==> config.mk <==
export PLATFORM = sky130hd
export DESIGN_NAME = xedge_event_sched
export DESIGN_NICKNAME = d
export VERILOG_FILES = /design/src/rtl/xedge_pkg.sv /design/src/rtl/xedge_rr_arb.sv /design/src/rtl/xedge_event_sched.sv
export SDC_FILE = /design/constraint.sdc
export NUM_CORES = 1
export LEC_CHECK = 0
export BUFFER_PORTS_ARGS = -buffer_cell sky130_fd_sc_hd__buf_2
export CAP_MARGIN = 0
export CORE_ASPECT_RATIO = 0.9
export CORE_MARGIN = 3
export CORE_UTILIZATION = 35
export DETAILED_ROUTE_END_ITERATION = 12
export PLACE_DENSITY = 0.56
export REMOVE_ABC_BUFFERS = 1
export SETUP_SLACK_MARGIN = 0.4
export SLEW_MARGIN = 40
export SYNTH_ARGS = -nofsm -noshare
export SYNTH_HDL_FRONTEND = slang
export SYNTH_SLANG_ARGS = --single-unit
==> constraint.sdc <==
create_clock -name clk -period 2.9 [get_ports clk]
set_input_delay 0.58 -clock clk [delete_from_list [all_inputs] [get_ports clk]]
set_output_delay 0.58 -clock clk [all_outputs]
set_load 0.05 [all_outputs]
==> src/rtl/xedge_pkg.sv <==
// Shared types and helpers for the 4-state edge event scheduler.
//   xedge_mode_e   : channel mode / event kind (OFF, ANY, POS, NEG)
//   ENC0/ENC1/ENCX : {is_x, val} encoding of a sampled monitor signal
//   xedge_class()  : classify a prev->cur transition as {pos, neg, any}
//   xedge_hit()    : does a transition class fire for a given mode
package xedge_pkg;

    typedef enum logic [1:0] {
        MODE_OFF = 2'd0,
        MODE_ANY = 2'd1,
        MODE_POS = 2'd2,
        MODE_NEG = 2'd3
    } xedge_mode_e;

    localparam logic [1:0] ENC0 = 2'b00;
    localparam logic [1:0] ENC1 = 2'b01;
    localparam logic [1:0] ENCX = 2'b10;   // val bit is don't-care whenever is_x=1

    typedef struct packed {
        logic pos;
        logic neg;
        logic any;
    } xedge_class_t;

    // Verilog 4-state edge rules: leaving 0 or arriving at 1 (from X) is a
    // posedge, leaving 1 or arriving at 0 (from X) is a negedge. The val bit
    // is only looked at when is_x is clear, so X->X never registers.
    function automatic xedge_class_t xedge_class(input logic [1:0] prev, input logic [1:0] cur);
        xedge_class_t c;
        logic p_x, p_v, c_x, c_v;
        p_x   = prev[1];
        p_v   = prev[0];
        c_x   = cur[1];
        c_v   = cur[0];
        c.pos = (!p_x && !p_v && (c_x || c_v)) || (p_x && !c_x && c_v);
        c.neg = (!p_x &&  p_v && (c_x || !c_v)) || (p_x && !c_x && !c_v);
        c.any = c.pos || c.neg;
        return c;
    endfunction

    function automatic logic xedge_hit(input xedge_mode_e mode, input xedge_class_t c);
        logic hit;
        case (mode)
            MODE_ANY: hit = c.any;
            MODE_POS: hit = c.pos;
            MODE_NEG: hit = c.neg;
            default:  hit = 1'b0;
        endcase
        return hit;
    endfunction

endpackage

==> src/rtl/xedge_rr_arb.sv <==
// Combinational round-robin picker.
//   req        : per-channel request vector
//   ptr        : highest-priority channel this cycle
//   gnt_onehot : one-hot grant
//   gnt_idx    : index of the granted channel
//   any        : at least one request present
module xedge_rr_arb
    import xedge_pkg::*;
#(
    parameter int NCH = 4,
    parameter int CHW = 2
) (
    input  logic [NCH-1:0] req,
    input  logic [CHW-1:0] ptr,
    output logic [NCH-1:0] gnt_onehot,
    output logic [CHW-1:0] gnt_idx,
    output logic           any
);

    // First pass searches ptr..NCH-1; if nothing is found there, the second
    // pass takes the lowest request overall, which is the wrap-around winner.
    always_comb begin
        gnt_onehot = '0;
        gnt_idx    = '0;
        any        = 1'b0;
        for (int i = 0; i < NCH; i++) begin
            if (!any && req[i] && (CHW'(i) >= ptr)) begin
                any           = 1'b1;
                gnt_onehot[i] = 1'b1;
                gnt_idx       = CHW'(i);
            end
        end
        for (int i = 0; i < NCH; i++) begin
            if (!any && req[i]) begin
                any           = 1'b1;
                gnt_onehot[i] = 1'b1;
                gnt_idx       = CHW'(i);
            end
        end
    end

endmodule

==> src/rtl/xedge_event_sched.sv <==
// 4-state edge detector with one pending event per channel and a
// round-robin shared valid/ready event port.
//   clk, rst_n         : clock, async active-low reset
//   sig_in             : per channel {is_x, val}
//   cfg_we/ch/mode     : write a channel mode (clears its pending and ovf)
//   evt_valid/ch/kind  : event output register, held while !evt_ready
//   evt_ready          : consumer handshake
//   ovf                : sticky per-channel lost-edge flags
//   ovf_clr            : clear all ovf bits (a same-cycle overflow wins)
module xedge_event_sched
    import xedge_pkg::*;
#(
    parameter int NCH = 4,
    parameter int CHW = 2
) (
    input  logic             clk,
    input  logic             rst_n,
    input  logic [2*NCH-1:0] sig_in,
    input  logic             cfg_we,
    input  logic [CHW-1:0]   cfg_ch,
    input  logic [1:0]       cfg_mode,
    output logic             evt_valid,
    output logic [CHW-1:0]   evt_ch,
    output logic [1:0]       evt_kind,
    input  logic             evt_ready,
    output logic [NCH-1:0]   ovf,
    input  logic             ovf_clr
);

    logic [NCH-1:0][1:0] prev_q;
    logic                primed_q;
    logic [NCH-1:0]      pending_q;
    xedge_mode_e         mode_q [NCH];
    xedge_mode_e         kind_q [NCH];
    logic [CHW-1:0]      ptr_q;

    logic [NCH-1:0]      det;
    logic [NCH-1:0]      cfg_hit;
    logic [NCH-1:0]      gnt_onehot;
    logic [NCH-1:0]      take;
    logic [CHW-1:0]      gnt_idx;
    logic                gnt_any;
    logic                load;

    assign load = !evt_valid || evt_ready;
    assign take = gnt_onehot & {NCH{load}};

    // prev_q is meaningless on the first cycle out of reset, so primed_q
    // gates detection until one real sample has been captured.
    always_comb begin
        det     = '0;
        cfg_hit = '0;
        for (int i = 0; i < NCH; i++) begin
            det[i]     = primed_q && xedge_hit(mode_q[i], xedge_class(prev_q[i], sig_in[2*i +: 2]));
            cfg_hit[i] = cfg_we && (cfg_ch == CHW'(i));
        end
    end

    xedge_rr_arb #(
        .NCH (NCH),
        .CHW (CHW)
    ) u_arb (
        .req        (pending_q),
        .ptr        (ptr_q),
        .gnt_onehot (gnt_onehot),
        .gnt_idx    (gnt_idx),
        .any        (gnt_any)
    );

    always_ff @(posedge clk or negedge rst_n) begin
        if (!rst_n) begin
            prev_q    <= {NCH{ENCX}};
            primed_q  <= 1'b0;
            pending_q <= '0;
            ovf       <= '0;
            ptr_q     <= '0;
            evt_valid <= 1'b0;
            evt_ch    <= '0;
            evt_kind  <= '0;
            for (int i = 0; i < NCH; i++) begin
                mode_q[i] <= MODE_OFF;
                kind_q[i] <= MODE_OFF;
            end
        end else begin
            prev_q   <= sig_in;
            primed_q <= 1'b1;

            if (load) begin
                evt_valid <= gnt_any;
                evt_ch    <= gnt_any ? gnt_idx : '0;
                evt_kind  <= gnt_any ? kind_q[gnt_idx] : MODE_OFF;
                if (gnt_any) begin
                    ptr_q <= (gnt_idx == CHW'(NCH-1)) ? '0 : gnt_idx + CHW'(1);
                end
            end

            for (int i = 0; i < NCH; i++) begin
                if (cfg_hit[i]) begin
                    // Any detection this cycle used the old mode and is discarded.
                    mode_q[i]    <= xedge_mode_e'(cfg_mode);
                    pending_q[i] <= 1'b0;
                    ovf[i]       <= 1'b0;
                end else if (det[i] && pending_q[i] && !take[i]) begin
                    // Slot occupied: keep the older event, flag the loss.
                    ovf[i] <= 1'b1;
                end else begin
                    if (det[i]) begin
                        pending_q[i] <= 1'b1;
                        kind_q[i]    <= mode_q[i];
                    end else if (take[i]) begin
                        pending_q[i] <= 1'b0;
                    end
                    if (ovf_clr) begin
                        ovf[i] <= 1'b0;
                    end
                end
            end
        end
    end

endmodule

# Word level (Yosys, flattened, before mapping)

Index checks and enable logic that the tools add are counted.
Widths: inputs -> output; s select.

Bitwise logic cells: 10
Order comparisons: 5
Equality and inequality tests: 20
Muxes and demuxes: 57
Add/subtract/negate cells: 1
Reductions and logical operators: 122

Operator list:

| kind                | number |
|---|---|
| $logic_and 1x1->1   | 55 |
| $mux 1              | 41 |
| $logic_not 1->1     | 28 |
| $reduce_bool 3->1   | 8 |
| $eq 2x2->1 const B  | 11 |
| $mux 2              | 11 |
| $logic_or 1x1->1    | 21 |
| $pmux 1 s3          | 4 |
| $reduce_and 3->1    | 4 |
| $eq 2x1->1 const B  | 5 |
| $reduce_and 2->1    | 5 |
| $ne 2x2->1 const B  | 4 |
| $not 1->1           | 8 |
| $and 4x4->4         | 1 |
| $bmux 2 s2          | 1 |
| $ge 1x2->1 const A  | 2 |
| $ge 2x2->1 const A  | 2 |
| $ge 3x3->1 const B  | 1 |
| $not 2->3           | 1 |
| $add 2x1->2 const B | 1 |
| $logic_not 2->1     | 1 |

Flip-flop bits (word level): 40
Logic and storage cells: 240
Output and inout bits: 9

# Longest topological paths before layout

Gate-level depths: netlist of the first run.

Depth in word-level cells: 32
Gate-level depth with buffers: 6
Gate-level depth less buffers: 5

# Cells and area by module

A second synthesis of the first run with hierarchy kept.

Cells, all modules: 191
Area, all modules: 2050.7 µm²

Modules (own cells, without submodules):

| module            | seq. area each (µm²) | instances | area an instance (µm²) | cells an instance |
|---|---|---|---|---|
| xedge_event_sched | 1006.0               | 1         | 1828.0                 | 158 |
| xedge_rr_arb      | 0.0                  | 1         | 222.7                  | 33 |

# Worst setup path before layout of the first run

OpenSTA, ideal clock, no wires.

Path kind: reg-to-reg
Start: reg evt_valid
End: reg kind_q[6] (netlist bit)
Path slack: 878 ps
Cell stages (with the launch flop): 6
Data required time: 2772 ps
Path buffers: 0
Arrival time: 1894 ps
Period minus slack after synthesis: 2022 ps
Cell sequence: dfrtp_1 > or2b_4 > o21ai_1 > o311a_4 > a2111oi_4 > mux2_1

Cells in the longest elaborated chain, start to end: 7

Ends and longest elaborated chain:

| what                              | line                     | source |
|---|---|---|
| from (decl)                       | xedge_event_sched.sv:22  | `output logic evt_valid,` |
| from (signal assigned)            | xedge_event_sched.sv:89  | `evt_valid <= gnt_any;` |
| $logic_not 1->1                   | xedge_event_sched.sv:45  | `assign load = !evt_valid \|\| evt_ready;` |
| $logic_or 1x1->1                  | xedge_event_sched.sv:45  |  |
| $and 4x4->4                       | xedge_event_sched.sv:46  | `assign take = gnt_onehot & {NCH{load}};` |
| $logic_not 1->1                   | xedge_event_sched.sv:103 | `end else if (det[i] && pending_q[i] && !take[i]) begin` |
| $logic_and 1x1->1                 | xedge_event_sched.sv:103 |  |
| $not 1->1 (no source line)        | -                        |  |
| $reduce_and 3->1 (no source line) | -                        |  |
| to (signal, indexed assignment)   | xedge_event_sched.sv:109 | `kind_q[i] <= mode_q[i];` |
| to (decl)                         | xedge_event_sched.sv:34  | `xedge_mode_e kind_q [NCH];` |

Every way passes these cells.
A chain may end at the register's enable or synchronous reset.

# Final worst setup path of the first run

Start: reg ptr_q[1]
End: reg kind_q[7] (netlist bit)

Cells in the longest elaborated chain, start to end: 23
Elaborated cells between the ends (all ways): 26
Classes of those cells: order compare (4); mux (5); bitwise (2); reduce/logical (15)

Ends and longest elaborated chain:

| what                                  | line                     | source |
|---|---|---|
| from (decl)                           | xedge_event_sched.sv:35  | `logic [CHW-1:0] ptr_q;` |
| from (signal assigned)                | xedge_event_sched.sv:93  | `ptr_q <= (gnt_idx == CHW'(NCH-1)) ? '0 : gnt_idx + CHW'(1);` |
| $ge 1x2->1                            | xedge_rr_arb.sv:27       | `if (!any && req[i] && (CHW'(i) >= ptr)) begin` |
| $logic_and 1x1->1                     | xedge_rr_arb.sv:27       |  |
| $mux 1                                | xedge_rr_arb.sv:27       |  |
| $logic_not 1->1                       | xedge_rr_arb.sv:27       |  |
| $logic_and 1x1->1 (2 in a row)        | xedge_rr_arb.sv:27       |  |
| $mux 1                                | xedge_rr_arb.sv:27       |  |
| $logic_not 1->1                       | xedge_rr_arb.sv:27       |  |
| $logic_and 1x1->1 (2 in a row)        | xedge_rr_arb.sv:27       |  |
| [... 5 more ...]                      | -                        |  |
| $logic_not 1->1                       | xedge_rr_arb.sv:34       | `if (!any && req[i]) begin` |
| $logic_and 1x1->1                     | xedge_rr_arb.sv:34       |  |
| $mux 1 (*)                            | xedge_rr_arb.sv:34       |  |
| $and 4x4->4 (*)                       | xedge_event_sched.sv:46  |  |
| $logic_not 1->1 (*)                   | xedge_event_sched.sv:103 |  |
| $logic_and 1x1->1 (*)                 | xedge_event_sched.sv:103 |  |
| $not 1->1 (no source line) (*)        | -                        |  |
| $reduce_and 3->1 (no source line) (*) | -                        |  |

Mark *: on every way between the ends. The rest lies on a longest branch, timed or not.

==> results.md, run 1 <==
- Starting Density: 36.5%
- Die Y: 79.3 um
- Post-synthesis mux area share: 9.58%
- Final hold vios: 0
- Post-route clock period utilization: 70.3%
- Initial antenna violation count: 0
- Port Buffers: 25
- Peak VDD IR: 0.000393 V
- Worst path depth: 5
- Simple logic cell fraction of the synthesized area: 17.4%
- Max Clock Skew: 0.00780 ns
- Largest cells by area after synthesis: dfrtp_1 43%, mux2_2 6.5%, dfstp_2 5.0%, a21oi_1 4.3%, nand2b_1 3.3%
- CTS tree: yes
- WS Path Type: reg -> reg
- Gr ovfl total: 0
- Clock transition at the registers of the reported paths: 0.08 ns
- Largest family of logic cells by synthesized area: compound AO/OA/AOI/OAI gates
- Gate Count Post-Synth: 197
- Syn-to-layout area delta: 12.9%
- Critical path's top delay family: compound AO/OA/AOI/OAI gates
- Post-synthesis xor/xnor area fraction: 0%
- Synth area leader: dfrtp_1
- Worst endpoint data arrival time: 2.22 ns
- Detailed Route Iter0 Violations: 115
- DP Wirelength: 3160 um
- Pre-CTS WS: 0.771 ns
- Latest clock arrival within the worst-skew pair: 0.29 ns
- Synth Flop Type: dfrtp_1
- Seq/Total Area, Yosys: 48.1%
- First-pass GRT wire length: 7400 um
- Routed wire length: 4280 um
- Synth Area in Compound Gates: 21.3%
- Post-synthesis adder-cell area fraction: 0%
- FF+latch area: 0.00101 sq mm
- CP max-delay cell: dfrtp_1
- Final hold slack: 0.251 ns
- Crit-path cells: nand2b_2 -> a21oi_1 -> o311a_4 -> a2111oi_4 -> mux2_1
- Synthesized area per cell: 10.6 sq um
- Post-synth EDFFs: 0
- Drt drc: 0
- Reg2reg path depth: 5
- Synth Warn #: 0
- Total track usage: 13.6%
- Area of the multi-input gates: 0.00101 sq mm
- Fin crit period: 2.04 ns
- Setup ws final: 0.862 ns
- HP Class: in -> async
- Placer Congestion: 0.805
- Max incr delay on CP: 0.53 ns
- Outcome: finished clean
- Post-synth top area share: 43.1%
- Row count: 26
- Nets: 242
- I/O pins: 26
- Reg-to-reg endpoint: kind_q[7]
- Fill cells: 567
- Leak pwr: 1.03 nW
- Async SR Flop Fraction: 100%
- Startpoint types: flip-flop
- Core area: 0.00573 sq mm
- Flops & latches, synth: 40
- Die Width: 87.5 um
- CTS Sinks: 40
- Slew Limit Fails: 0
- Number of distinct library cells after synthesis: 49
- Crit. Startpoint: ptr_q[1]
- Vias in the first global route: 1483
- Maximum number of pins on one net before global-route repair: 41
- Final setup violating endpoints: 0
- Crit end category: flip-flop
- Max Cap Viol: 0
- Reg2reg start: ptr_q[1]
- N_diodes: 0
- First drt pass iteration count: 4
- Mapped cell area: 0.00209 sq mm
- Flop2flop setup slack: 0.86 ns
- Htree depth: 2
- Worst Path Buf+Inv: 0
- CTS Buf Count: 5
- RSZ-0062 raised after global routing: false
- Share of cells above drive strength 1: 27.4%
- Max Clk Rate: 491 MHz
- Post-CTS Setup Bufs: 0
- Synth cell count leaders: 36 x dfrtp_1, 18 x a21oi_1, 12 x mux2_2, 12 x nand2_1, 12 x o21ai_0
- Routed via count: 1572
- # hold bufs at CTS: 0
- DR WL/cell: 14.5 um
- CTS max path bufs: 2
- Remaining antenna violation count: 0
- Post-route setup TNS: 0 ns
- CTS resizes: 0
- Max FO, Critical Path: 12
- Worst path required time: 3.08 ns
- Count leader, synth: dfrtp_1
- Via density: 5.31
- Power Density: 864 mW/mm^2
- Clock Tree Root: clkbuf_8
- Die area: 0.00694 sq mm
==> area by class of cell <==
type | count | share of cell area, %
Inverter | 9 | 1.43
Multi-Input combinational cell | 143 | 42.9
Clock buffer | 6 | 3.08
Tap cell | 70 | 3.71
Timing Repair Buffer | 26 | 5.73
Sequential cell | 40 | 42.6
Clock inverter | 2 | 0.530
==> logic make-up (layout without fill, tap and decap cells) <==
logic type      after synthesis  after routing
compound gates               60             60
buf+inv                      14             43
flops                        40             40
mux                          18             18
other cells                   1              1
simple gates                 64             64
==> flip-flops by register name, summed over array words and instances, names as in the netlist <==
signal,flops
kind_q,8
ptr_q,2
prev_q,8
evt_kind,2
pending_q,4
evt_valid,1
primed_q,1
evt_ch,2
ovf,4
mode_q,8
==> per-stage QoR <==
step | utilization (%) | cells | area, sq um | power, mW
after floorplan | - | 192 | 2050 | 1.48
after global placement | 39.7 | 288 | 2270 | 1.68
after detailed placement | 39.7 | 288 | 2270 | 1.69
after CTS | 41.2 | 296 | 2360 | 2.07
after global routing | 41.2 | 296 | 2360 | 2.19
final | 41.2 | 296 | 2360 | 2.04
==> cells in the final DEF (no fill, tap or decap), types with 5 or more instances in the layout <==
cell and count:
a21oi_1 18, and3_1 5, buf_2 24, clkbuf_8 5, dfrtp_1 36, inv_1 9
mux2_2 12, nand2_1 12, nand2b_1 11, nand3_1 6, nor2_1 9, o211ai_1 5
o21ai_0 12
==> metal layers <==
layer / track usage, % / share of wire, % / vias up
met5: 0 / 0 / -
met4: 4.14 / 1.3 / 0
met3: 2.90 / 4.6 / 7
met2: 19.1 / 43 / 32
met1: 20.7 / 51 / 752
li1: - / - / 781
==> worst max-delay path by stage <==
stage                           end  slack [ns]
final                     kind_q[7]        0.86
after detailed placement  kind_q[6]        0.77
after floorplan           kind_q[6]        0.87
after CTS                 kind_q[6]        0.86
after global placement    kind_q[6]        0.84
after global routing      kind_q[6]        0.79
==> worst register-to-register path: stages, from the launching register on <==
cell and delay (ns):
dfrtp_1 0.53, nand2b_2 0.21, a21oi_1 0.09, o311a_4 0.40
a2111oi_4 0.34, mux2_1 0.36
==> power breakdown <==
| group | total, mW | internal, mW | switching (mW) |
|---|---|---|---|
| Clock | 0.365 | 0.168 | 0.197 |
| Combinational | 0.777 | 0.322 | 0.455 |
| Sequential | 0.896 | 0.713 | 0.183 |
No activity file was read; power rests on OpenSTA's default activity.
==> run 2: changes to the inputs <==
ABC_AREA = 1   (was default)
clock period = 2.05 ns   (was 2.9 ns; I/O delays follow)
==> results.md, run 2 <==
- Seq/Total Area, Yosys: 52.9%
- Fin crit period: 1.50 ns
- Remaining antenna violation count: 0
- Maximum number of pins on one net before global-route repair: 23
- Vias in the first global route: 1449
- Die area: 0.00635 sq mm
- Initial antenna violation count: 0
- Outcome: finished clean
- I/O pins: 26
- Nets: 285
- Leak pwr: 1.15 nW
- Clock transition at the registers of the reported paths: 0.08 ns
- CTS Buf Count: 5
- Gate Count Post-Synth: 233
- Relative slew slack: 66.4%
- Placer Congestion: 0.838
- Reg2reg start: ptr_q[1]
- Reg-to-reg endpoint: kind_q[3]
- WS Path Type: reg -> reg
- DP Wirelength: 3050 um
- Startpoint types: flip-flop
- Power Density: 1390 mW/mm^2
- Worst path required time: 2.24 ns
- First-pass GRT wire length: 6770 um
- Flops & latches, synth: 40
- Synth cell count leaders: 65 x nand2_1, 36 x dfrtp_1, 32 x inv_1
- Worst endpoint data arrival time: 1.70 ns
- Slew Limit Fails: 0
- Top Registers: kind_q: 8 flops, mode_q: 8 flops, prev_q: 8 flops
- Routed wire length: 3900 um
- Starting Density: 37.7%
- Post-route setup TNS: 0 ns
- Max Clk Rate: 665 MHz
- Detailed Route Iter0 Violations: 92
- Post-synth EDFFs: 0
- Htree depth: 2
- Placed cell areas: 0.00213 sq mm
- CP Capture Point: kind_q[3]
- Post-CTS Setup Bufs: 0
- Share of cells above drive strength 1: 22.7%
- Die Width: 83.7 um
- Max Cap Viol: 0
- Latest clock arrival within the worst-skew pair: 0.30 ns
- Synthesized area per cell: 8.16 sq um
- CTS Sinks: 40
- Via density: 4.75
- Port Buffers: 25
- Reg2reg path depth: 11
- Cell area after layout: 0.00226 sq mm
- Row count: 24
- Count leader, synth: nand2_1
- RSZ-0062 raised after global routing: true
- Synth Flop Type: dfrtp_1
- Post-synth top area share: 47.4%
- Final hold vios: 0
- Clock Tree Root: clkbuf_8
- Post-route clock period utilization: 73.4%
- Die Y: 75.9 um
- Syn-to-layout area delta: 19.0%
- Routed via count: 1585
- Gr ovfl total: 0
- Total track usage: 13.2%
- Max FO, Critical Path: 4
- HP Class: in -> async
- Synth Warn #: 0
- DR WL/cell: 11.7 um
- Crit end category: flip-flop
- Number of distinct library cells after synthesis: 22
- CTS max path bufs: 2
- Async SR Flop Fraction: 100%
- Drt drc: 0
- Fill cells: 522
- Max Clock Skew: 0.00512 ns
- First drt pass iteration count: 4
- Largest cells by area after synthesis: dfrtp_1 47%, nand2_1 13%, nand3_1 7.1%, inv_1 6.3%, o21ai_0 6.1%
- Final setup violating endpoints: 0
- CTS tree: yes
- Commonest non-fill, non-tap cell in the layout: nand2_1
- Commonest non-fill, non-tap cells in the layout: 64 x nand2_1, 34 x dfrtp_1, 32 x inv_1, 27 x nand3_1, 25 x buf_2
- N_diodes: 0
- Peak VDD IR: 0.000670 V
- Synth area leader: dfrtp_1
- Flop2flop setup slack: 0.55 ns
- Crit. Startpoint: ptr_q[1]
- Mapped cell area: 0.00190 sq mm
- Actual slew at the worst max-slew pin: 0.499 ns
- Core area: 0.00504 sq mm
[run 2: cell count changes in the layout (fill, tap and decap cells not counted), moves of 3 or more]
cell	before	now
a211oi_1	4	0
o2111ai_1	3	0
inv_1	9	32
o211ai_1	5	2
a21oi_1	18	5
mux2_1	4	0
nand2_2	0	10
o21ai_0	12	22
nand2_1	12	64
and3_1	5	0
nand3_1	6	27
nand2b_1	11	0
mux2_2	12	0
[run 2: cells by family (layout without fill, tap and decap cells)]
kind of cell	Yosys count	count (layout)	share of synthesized area (%)
compound gates	36	36	10.3
buf+inv	32	68	6.32
flops	40	40	52.9
other cells	1	1	0.197
simple gates	124	124	30.2
[run 2: how the worst min path moves through the flow]
stage / start / end / slack (ns) / cells past startpoint
5_1_grt: rst_n / mode_q[5] / 0.10 / 1
4_1_cts: rst_n / pending_q[1] / 0.09 / 1
3_5_place_dp: rst_n / kind_q[0] / 0.42 / 1
3_3_place_gp: rst_n / ptr_q[1] / 0.41 / 1
2_1_floorplan: rst_n / evt_ch[0] / 0.11 / 0
6_report: rst_n / mode_q[5] / 0.07 / 1
[run 2: routing by layer]
layer	up-vias	global-route usage, %	wire length, um
met5	-	0	0
met4	0	5.31	68
met3	7	3.47	178
met2	26	18.7	1640
met1	725	19.2	2010
li1	827	-	-
[run 2: area by class of cell]
cell class / instances / area, sq um / area share (%)
inverters: 32 / 120 / 5.31
clock buffers: 6 / 82.6 / 3.65
flip-flops and latches: 40 / 1010 / 44.6
clock inverters: 2 / 38.8 / 1.72
well taps: 65 / 81.3 / 3.60
repair buffers: 28 / 148 / 6.53
multi-input cells: 161 / 782 / 34.6
[run 2: through the flow]
step	power (mW)	hold slack, ns	setup slack, ns	cells	utilization, %
2_1_floorplan	2.16	0.114	0.469	233	-
6_report	3.15	0.0744	0.546	334	44.8
5_1_grt	3.40	0.104	0.397	334	44.8
4_1_cts	3.17	0.0903	0.518	334	44.6
3_5_place_dp	2.47	0.422	0.436	326	42.2
3_3_place_gp	2.46	0.414	0.463	326	42.2
[run 2: what timing repair did]
action | 4_1_cts | 5_1_grt
resized for setup | 0 | 6
setup endpoints to repair | 0 | 9
hold buffers | 0 | 0
[run 2: worst max-delay path, cell delays in order, from the launching register on]
cell and delay (ns):
dfrtp_1 0.40, inv_1 0.10, nand2_2 0.08, nand3_2 0.10
nor2_4 0.13, nand4_1 0.13, nand2_1 0.09, nand2_2 0.08
nand2_2 0.11, nand2_1 0.07, nand2_1 0.06, nand2_1 0.04
[run 2: where the power goes]
group | internal [mW] | switching, mW
sequential | 1.02 | 0.197
combinational | 0.397 | 0.841
clock | 0.398 | 0.289
